<file path="config.mk">
export PLATFORM = sky130hd
export DESIGN_NAME = lfsr_bank
export DESIGN_NICKNAME = d
export VERILOG_FILES = /design/src/rtl/lfsr_pkg.sv /design/src/rtl/lfsr_chan.sv /design/src/rtl/lfsr_bank.sv
export SDC_FILE = /design/constraint.sdc
export NUM_CORES = 1
export LEC_CHECK = 0
export CAP_MARGIN = 15
export CORE_MARGIN = 2
export CORE_UTILIZATION = 48
export CTS_CLUSTER_DIAMETER = 120
export DETAILED_ROUTE_END_ITERATION = 10
export HOLD_SLACK_MARGIN = 0.05
export PLACE_DENSITY = 0.8
export SETUP_SLACK_MARGIN = 0.5
export SYNTH_ARGS = -nofsm -noshare
export SYNTH_HDL_FRONTEND = slang
export SYNTH_SLANG_ARGS = --single-unit
</file>
<file path="constraint.sdc">
create_clock -name clk -period 1.65 [get_ports clk]
set_input_delay 0.165 -clock clk [delete_from_list [all_inputs] [get_ports clk]]
set_output_delay 0.165 -clock clk [all_outputs]
set_load 0.01 [all_outputs]
</file>
<file path="src/rtl/lfsr_pkg.sv">
// Shared tap table, per-channel seed derivation and FSM state type
// for the lfsr_bank block (optional feature: LFSR_BANK_LOCKUP_EN).
package lfsr_pkg;

    typedef enum logic {
        WARM = 1'b0,
        RUN  = 1'b1
    } lfsr_state_e;

    function automatic logic [31:0] lfsr_bits(
        input int a,
        input int b,
        input int c,
        input int d
    );
        logic [31:0] m;
        m = '0;
        if (a > 0) m[a-1] = 1'b1;
        if (b > 0) m[b-1] = 1'b1;
        if (c > 0) m[c-1] = 1'b1;
        if (d > 0) m[d-1] = 1'b1;
        return m;
    endfunction

    // Maximal-length XNOR taps, 1-based positions as usually tabulated
    function automatic logic [31:0] lfsr_taps(input int wid);
        case (wid)
            3:       return lfsr_bits(3, 2, 0, 0);
            4:       return lfsr_bits(4, 3, 0, 0);
            5:       return lfsr_bits(5, 3, 0, 0);
            6:       return lfsr_bits(6, 5, 0, 0);
            7:       return lfsr_bits(7, 6, 0, 0);
            8:       return lfsr_bits(8, 6, 5, 4);
            9:       return lfsr_bits(9, 5, 0, 0);
            10:      return lfsr_bits(10, 7, 0, 0);
            11:      return lfsr_bits(11, 9, 0, 0);
            12:      return lfsr_bits(12, 6, 4, 1);
            13:      return lfsr_bits(13, 4, 3, 1);
            14:      return lfsr_bits(14, 5, 3, 1);
            15:      return lfsr_bits(15, 14, 0, 0);
            16:      return lfsr_bits(16, 15, 13, 4);
            17:      return lfsr_bits(17, 14, 0, 0);
            18:      return lfsr_bits(18, 11, 0, 0);
            19:      return lfsr_bits(19, 6, 2, 1);
            20:      return lfsr_bits(20, 17, 0, 0);
            21:      return lfsr_bits(21, 19, 0, 0);
            22:      return lfsr_bits(22, 21, 0, 0);
            23:      return lfsr_bits(23, 18, 0, 0);
            24:      return lfsr_bits(24, 23, 22, 17);
            25:      return lfsr_bits(25, 22, 0, 0);
            26:      return lfsr_bits(26, 6, 2, 1);
            27:      return lfsr_bits(27, 5, 2, 1);
            28:      return lfsr_bits(28, 25, 0, 0);
            29:      return lfsr_bits(29, 27, 0, 0);
            30:      return lfsr_bits(30, 6, 4, 1);
            31:      return lfsr_bits(31, 28, 0, 0);
            32:      return lfsr_bits(32, 22, 2, 1);
            default: return lfsr_bits(3, 2, 0, 0);
        endcase
    endfunction

    function automatic logic [31:0] lfsr_ch_seed(
        input logic [31:0] seed,
        input int          k,
        input int          wid
    );
        logic [31:0] m;
        logic [31:0] r;
        int          n;
        m = (wid >= 32) ? '1 : ((32'd1 << wid) - 32'd1);
        r = seed & m;
        n = k % wid;
        // Fixed bound keeps the loop unrollable; rotation is within wid bits
        for (int i = 0; i < 32; i++) begin
            if (i < n) r = ((r << 1) | (r >> (wid - 1))) & m;
        end
        return (r ^ 32'(k)) & m;
    endfunction

endpackage

</file>
<file path="src/rtl/lfsr_chan.sv">
// One XNOR LFSR channel: state register, feedback and optional
// lockup recovery (LFSR_BANK_LOCKUP_EN).
module lfsr_chan
    import lfsr_pkg::*;
#(
    parameter int             WID     = 17,
    parameter logic [WID-1:0] RST_VAL = '0
) (
    input  logic           clk,
    input  logic           rst,
    input  logic           ld_i,
    input  logic [WID-1:0] seed_i,
    input  logic           step_i,
    input  logic           cyc_i,
    output logic [WID-1:0] state_o,
    output logic           lockup_o
);

    localparam logic [WID-1:0] TAPS = WID'(lfsr_taps(WID));

    logic [WID-1:0] s_q;
    logic [WID-1:0] s_d;
    logic           fb;

    assign fb      = ~(^(s_q & TAPS) ^ cyc_i);
    assign state_o = s_q;

`ifdef LFSR_BANK_LOCKUP_EN
    logic [WID-1:0] lock_val;
    logic           locked;
    logic           lock_q;
    logic           lock_d;

    assign lock_val = cyc_i ? '0 : '1;
    assign locked   = (s_q == lock_val);
    assign lockup_o = lock_q;

    // A stuck state is kicked to its complement instead of stepping
    always_comb begin
        s_d    = s_q;
        lock_d = lock_q;
        if (ld_i) begin
            s_d    = seed_i;
            lock_d = 1'b0;
        end else begin
            if (locked) lock_d = 1'b1;
            if (step_i) begin
                s_d = locked ? ~lock_val : {s_q[WID-2:0], fb};
            end
        end
    end

    always_ff @(posedge clk) begin
        if (rst) begin
            s_q    <= RST_VAL;
            lock_q <= 1'b0;
        end else begin
            s_q    <= s_d;
            lock_q <= lock_d;
        end
    end
`else
    assign lockup_o = 1'b0;

    always_comb begin
        s_d = s_q;
        if (ld_i) begin
            s_d = seed_i;
        end else if (step_i) begin
            s_d = {s_q[WID-2:0], fb};
        end
    end

    always_ff @(posedge clk) begin
        if (rst) begin
            s_q <= RST_VAL;
        end else begin
            s_q <= s_d;
        end
    end
`endif

endmodule

</file>
<file path="src/rtl/lfsr_bank.sv">
// Bank of NCH LFSR channels with shared seed load, warm-up sequencer
// and valid/ready output stream (optional feature: LFSR_BANK_LOCKUP_EN).
module lfsr_bank
    import lfsr_pkg::*;
#(
    parameter int          WID      = 17,
    parameter int          NCH      = 4,
    parameter int          WARMUP   = 16,
    parameter logic [31:0] RST_SEED = '0
) (
    input  logic               clk,
    input  logic               rst,
    input  logic               seed_ld,
    input  logic [WID-1:0]     seed_i,
    input  logic [NCH-1:0]     cyc,
    output logic               o_valid,
    input  logic               o_ready,
    output logic [NCH*WID-1:0] o_data,
    output logic               busy,
    output logic [NCH-1:0]     lockup_o
);

    lfsr_state_e state_q;
    logic        step;

    assign o_valid = (state_q == RUN);
    assign busy    = (state_q == WARM);
    // A load takes priority and drops the beat presented in that cycle
    assign step    = ~seed_ld & (busy | (o_valid & o_ready));

    if (WARMUP > 0) begin : g_warm
        localparam int            CW   = $clog2(WARMUP + 1);
        localparam logic [CW-1:0] WCNT = CW'(WARMUP);

        logic [CW-1:0] cnt_q;

        always_ff @(posedge clk) begin
            if (rst) begin
                state_q <= WARM;
                cnt_q   <= WCNT;
            end else if (seed_ld) begin
                state_q <= WARM;
                cnt_q   <= WCNT;
            end else if (state_q == WARM) begin
                cnt_q <= cnt_q - 1'b1;
                if (cnt_q == CW'(1)) state_q <= RUN;
            end
        end
    end else begin : g_nowarm
        assign state_q = RUN;
    end

    for (genvar k = 0; k < NCH; k++) begin : g_ch
        localparam logic [WID-1:0] RV =
            WID'(lfsr_ch_seed(RST_SEED, k, WID));

        logic [WID-1:0] seed_k;

        assign seed_k = WID'(lfsr_ch_seed(32'(seed_i), k, WID));

        lfsr_chan #(
            .WID     (WID),
            .RST_VAL (RV)
        ) u_chan (
            .clk      (clk),
            .rst      (rst),
            .ld_i     (seed_ld),
            .seed_i   (seed_k),
            .step_i   (step),
            .cyc_i    (cyc[k]),
            .state_o  (o_data[k*WID +: WID]),
            .lockup_o (lockup_o[k])
        );
    end

endmodule
</file>
==> results of run 1 <==
routing by layer:
layer / track usage (%) / part of all wire (%) / wire, um
met1: 31.7 / 45 / 4410
met2: 32.5 / 48 / 4710
met3: 3.14 / 5.0 / 495
met4: 9.77 / 2.1 / 209
met5: 0 / 0 / 0
flip-flops by register name, indices dropped and copies added, names as in the netlist:
signal and cells:
g_ch.u_chan.state_o 68, g_warm.cnt_q 5, o_valid 1
placed cells by master (no fill, tap or decap), types with 4 or more instances in the layout:
| master | netlist | final |
|---|---|---|
| clkbuf_16 | 0 | 4 |
| xnor2_1 | 7 | 7 |
| buf_12 | 0 | 5 |
| clkdlybuf4s15_1 | 0 | 19 |
| a211oi_1 | 22 | 16 |
| clkbuf_8 | 0 | 10 |
| nor2_1 | 64 | 41 |
| dfxtp_1 | 74 | 37 |
| dfxtp_2 | 0 | 33 |
| clkbuf_2 | 0 | 36 |
| nand2b_1 | 10 | 10 |
| nand3b_1 | 4 | 4 |
| mux2i_1 | 52 | 52 |
| clkdlybuf4s50_1 | 0 | 21 |
| buf_6 | 4 | 8 |
| dfxtp_4 | 0 | 4 |
| a211oi_2 | 30 | 36 |
| conb_1 | 1 | 4 |
| buf_4 | 5 | 6 |
| nor3_1 | 4 | 4 |
| nand2_1 | 8 | 7 |
| a311oi_1 | 10 | 8 |
| nor2_2 | 0 | 21 |
| clkdlybuf4s15_2 | 0 | 13 |
metrics by stage:
| step | hold WS, ns | setup WS (ns) | instance area, sq um | power (uW) | cells |
|---|---|---|---|---|---|
| floorplan | 0.274 | 0.193 | 3540 | 2390 | 351 |
| global placement | 0.476 | 0.0454 | 4510 | 2730 | 519 |
| detailed placement | 0.483 | 0.0147 | 4510 | 2750 | 519 |
| CTS | 0.273 | 0.326 | 4760 | 3940 | 539 |
| global route | 0.324 | 0.222 | 4960 | 4090 | 547 |
| finish | 0.300 | 0.269 | 4960 | 3940 | 547 |
power by group through the flow:
stage          Sequential [uW]  Clock [uW]  Combinational [uW]
4_1_cts                   2010        1260                 676
5_1_grt                   2040        1330                 727
3_3_place_gp              2040           0                 694
3_5_place_dp              2040           0                 713
6_report                  2020        1240                 679
2_1_floorplan             2070           0                 326
worst paths after layout:
path / end / start / slack [ns] / cells past startpoint
hold reg to reg: g_ch[3].u_chan.state_o[1] / g_ch[3].u_chan.state_o[1] / 0.49 / 2
setup reg to reg: g_ch[3].u_chan.state_o[13] / o_valid / 0.27 / 3
setup / recovery: g_ch[3].u_chan.state_o[13] / o_valid / 0.27 / 3
hold / removal: g_warm.cnt_q[2] / rst / 0.30 / 2
worst register-to-register path, cell delays in order (launching register included):
cell and delay [ns]:
dfxtp_4 0.37, or3b_4 0.50, buf_6 0.18, a211oi_1 0.23
final cells by class:
type / instances / area (sq um)
clock buffers: 10 / 138
clock inverters: 5 / 31.3
fillers: 548 / 2180
inverters: 3 / 11.3
multi-input cells: 239 / 1990
flip-flops and latches: 74 / 1540
well taps: 99 / 124
repair buffers: 117 / 1120
cells by family (layout without fill, tap and decap cells):
logic type	count (synthesis)	in the layout
other	1	4
muxes	52	52
and+or+nand+nor	96	97
adders and majority gates	2	2
DFF	74	74
AOI/OAI and AO/OA	74	74
xor gates and xnor gates	10	10
buffers and inverters	39	135
what timing repair did:
item	4_1_cts	5_1_grt
pin swaps	1	9
endpoints found under the hold margin	0	0
resized for setup	163	132
buffers inserted	5	1
hold buffers	0	0
cloned	0	7
setup endpoints to repair	139	136
==> impl_metrics.ini, run 1 <==
[worst_setup_path]
path_cells = or3b_4 > buf_6 > a211oi_1
slowest_stage = or3b_4
slowest_delay_ns = 0.50
cp-start-kind = flop
cp_max_fo = 8
cp_num_buf_inv = 1
required_ns = 1.89
cp_data_arrival_time_ns = 1.63
critical_path_class = reg -> reg
crit_family = simple AND/OR/NAND/NOR gates
endpoint_kind = flop

[job]
maxCapViolations = 0

[placed_design]
numPortBuffers = 94
gp_congestion = 0.808
hpwl_um = 6110

[yosys]
avgSynthCellArea_sq_um = 10.0
synth_top_family_by_area = compound AO/OA/AOI/OAI gates
synth_area_sq_um = 3490
synth.most_common_cell = dfxtp_1
synth_seq_cells = 74
synth_area_leaders = dfxtp_1, mux2i_1, a211oi_2
synth_top_area_share_pct = 42.4
synth_xor_area_share_pct = 3.30
synthAdderAreaFrac_pct = 0.716
muxShareOfSynthArea_pct = 14.9
synth_seq_area_share_pct = 42.4
synth_top_cell_by_area = dfxtp_1
yosysWarnings = 0
netlist_instances = 348
synth-edff-count = 0
synthSimpleGateAreaFrac_pct = 12.4
synthDistinctLibCells = 31
yosys_most_used_dff = dfxtp_1
synth_compound_area_share_pct = 20.1
synthTopCellsByCount = dfxtp_1, nor2_1, mux2i_1, a211oi_2, a211oi_1
synthArstFlopShare_pct = 0

[global_routing]
grt_max_degree = 57
grt-ovfl-total = 0
grt_pass1_wl_um = 13300
antenna_found_initial = 0
grt_pass1_vias = 2579
grt_use_total_pct = 21.9

[power_and_ir_drop]
pwr_density_cell_nw_per_um2 = 795
p_clk_share_pct = 31.4
p_leak_uw = 0.00214
internal_power_uw = 2830
pwr-share-comb_pct = 17.2
seq_power_share_pct = 51.3
switching_power_uw = 1110
ir_worst_vdd_uv = 507
sw_frac_of_total_pct = 28.1

[clocking]
clk_transition_reported_paths_ns = 0.08
cts_max_path_buffers = 2
cts_made_buffers = 9
cts_tree = yes
cts.sinks = 74
htreeDepth = 3
clock_latency_ns = 0.34
root_buffer = clkbuf_8

[floorplan]
dieArea_sq_um = 7980
die_w_um = 89.3
ioPinCount = 99
rows = 31
core_area_sq_um = 7140
die_h_um = 89.3
start_util_pct = 48.9

[timing]
finalSetupViolCount = 0
tightest_slew_ns = 0.503
skew_ns = 0.00935
grt_setup_unrepaired = yes
slew_headroom_pct = 66.5
min_period_over_period_pct = 83.7
drv_slew = 0
setup_tns_ns = 0
max_freq_ghz = 0.724
fin_crit_ns = 1.38
hold_viol = 0

[finish]
drive_above_1_share_pct = 44.6
utilization_pct = 69.5
fin_nets = 471
n_antenna_cell = 0
syn_to_final_growth_pct = 41.9

[route]
routed_wl_um = 9820
ant_nets = 0
drc_errors = 0
routed_via_density = 5.52
drt_iter0_markers = 159
wl_per_cell_um = 18.0
dr.pass1.iters = 4
vias = 3018

[run_status]
status = finished, final reports clean

[worst_hold_path]
hold_path_class = in -> reg
(Power assumes the default switching activity.)
==> inputs of run 2 (changes only) <==
--- a/config.mk
+++ b/config.mk
@@ -7,11 +7,11 @@
 export LEC_CHECK = 0
 export CAP_MARGIN = 15
 export CORE_MARGIN = 2
-export CORE_UTILIZATION = 48
+export CORE_UTILIZATION = 43
 export CTS_CLUSTER_DIAMETER = 120
 export DETAILED_ROUTE_END_ITERATION = 10
 export HOLD_SLACK_MARGIN = 0.05
-export PLACE_DENSITY = 0.8
+export PLACE_DENSITY = 0.76
 export SETUP_SLACK_MARGIN = 0.5
 export SYNTH_ARGS = -nofsm -noshare
 export SYNTH_HDL_FRONTEND = slang
==> constraint.sdc (replaced) <==
create_clock -name clk -period 1.22 [get_ports clk]
set_input_delay 0.122 -clock clk [delete_from_list [all_inputs] [get_ports clk]]
set_output_delay 0.122 -clock clk [all_outputs]
set_load 0.01 [all_outputs]
==> run 2 against run 1 <==
Effect of this change:
- the run now ends with negative setup slack left
- hold slack lost 0.057 ns
- final cell count is 11% higher
- final area rose by 12%
- first-iteration DRC count shrank 20%
- global-route usage increased by 0.77 points
- register-to-register slack worse by 0.41 ns
- clock skew decreased by 0.0013 ns
- critical endpoint is now g_ch[3].u_chan.state_o[8]
- largest cell class unchanged
- highest routed layer unchanged
==> impl_metrics.ini, run 2 (synthesized netlist as in run 1, its figures left out) <==
[run_status]
status = complete, but fails checks
failed_checks = negative setup slack

[clocking]
htreeDepth = 3
cts_made_buffers = 9
cts_max_path_buffers = 2
cts_tree = yes
clock_latency_ns = 0.35
root_buffer = clkbuf_8
cts_hold_buf = 0
cts.sinks = 74
clk_transition_reported_paths_ns = 0.07

[global_routing]
grt_pass1_vias = 3101
grt_pass1_wl_um = 15600
antenna_found_initial = 0
grt_max_degree = 61
grt_use_total_pct = 22.7
grt-ovfl-total = 0

[route]
routed_via_density = 5.23
wl_per_cell_um = 16.4
routed_wl_um = 9960
dr.pass1.iters = 4
drt_iter0_markers = 127
vias = 3175
ant_nets = 0
drc_errors = 0

[finish]
syn_to_final_growth_pct = 59.5
largest_register_ffs = 68
final_common_cell = buf_4
utilization_pct = 71.4
n_antenna_cell = 0
final_cell_mix = buf_4, buf_6, dfxtp_2, nor2_1, mux2i_1
fin_nets = 528
drive_above_1_share_pct = 58.4

[timing]
drv_slew = 0
setup_ws_ns = -0.138
max_freq_ghz = 0.737
finalSetupViolCount = 66
fin_crit_ns = 1.36
min_period_over_period_pct = 111
grt_setup_unrepaired = yes
hold_viol = 0
skew_ns = 0.00805

[floorplan]
start_util_pct = 44.7
die_h_um = 94.1
dieArea_sq_um = 8860
rows = 32
ioPinCount = 99
core_area_sq_um = 7810
die_w_um = 94.1

[placed_design]
gp_congestion = 0.799
numPortBuffers = 94
hpwl_um = 6240
preCtsSetupSlack_ns = -0.354

[worst_setup_path]
r2r-start = o_valid
required_ns = 1.44
cp_data_arrival_time_ns = 1.58
endpoint_kind = flop
setup.worst_path.start = o_valid
cp-start-kind = flop
critical_path_class = reg -> reg
cp_max_fo = 52

[job]
maxCapViolations = 0

[power_and_ir_drop]
ir_worst_vdd_uv = 693
p_leak_uw = 0.00250
pwr_density_cell_nw_per_um2 = 1030

[worst_hold_path]
hold_path_class = in -> reg
hp-start = rst
## run 2: routing by layer
metal / global-route usage, % / part of all wire, % / vias to the layer above
met4: 7.00 / 0.97 / 0
met3: 5.14 / 5.3 / 9
met5: 0 / 0 / -
li1: - / - / 1550
met2: 38.5 / 50 / 83
met1: 28.6 / 44 / 1533
## run 2: final timing paths
kind	end	slack [ns]	cells past startpoint
max	g_ch[3].u_chan.state_o[8]	-0.14	4
max reg2reg	g_ch[3].u_chan.state_o[8]	-0.14	4
min	g_ch[1].u_chan.state_o[16]	0.24	2
min reg2reg	g_ch[3].u_chan.state_o[16]	0.53	2
## run 2: report_power, final
part           internal (uW)  total [uW]  switching (uW)
clock network            837        1700             859
registers               2590        2740             149
logic                    768        1290             522
## run 2: stage by stage
stage / total power [uW] / TNS [ns] / hold WS [ns] / instances / area, sq um
3_5_place_dp: 3760 / -20.78 / 0.483 / 529 / 4590
5_1_grt: 5970 / -6.90 / 0.251 / 607 / 5570
2_1_floorplan: 3250 / -13.01 / 0.231 / 351 / 3560
4_1_cts: 5700 / -3.28 / 0.223 / 601 / 5450
6_report: 5730 / -4.21 / 0.244 / 607 / 5570
3_3_place_gp: 3740 / -19.64 / 0.481 / 529 / 4590
## run 2: critical path: stages (launching register included)
cell and delay [ns]:
dfxtp_2 0.32, or3b_4 0.42, buf_12 0.22, nor2_1 0.18, a211oi_2 0.07
## run 2: final cells by class
type	count	area (sq um)
multi-input combinational	238	1960
inverter	3	16.3
timing repair buffer	175	1710
sequential	74	1590
fill	552	2230
clock buffer	13	159
tap	102	128
clock inverter	2	12.5
## run 2: what timing repair did
action / in CTS / in global routing
buffers inserted: 57 / 6
endpoints found under the hold margin: 0 / 0
setup endpoints to repair: 144 / 144
pin swaps: 5 / 5
gates resized for setup: 425 / 28
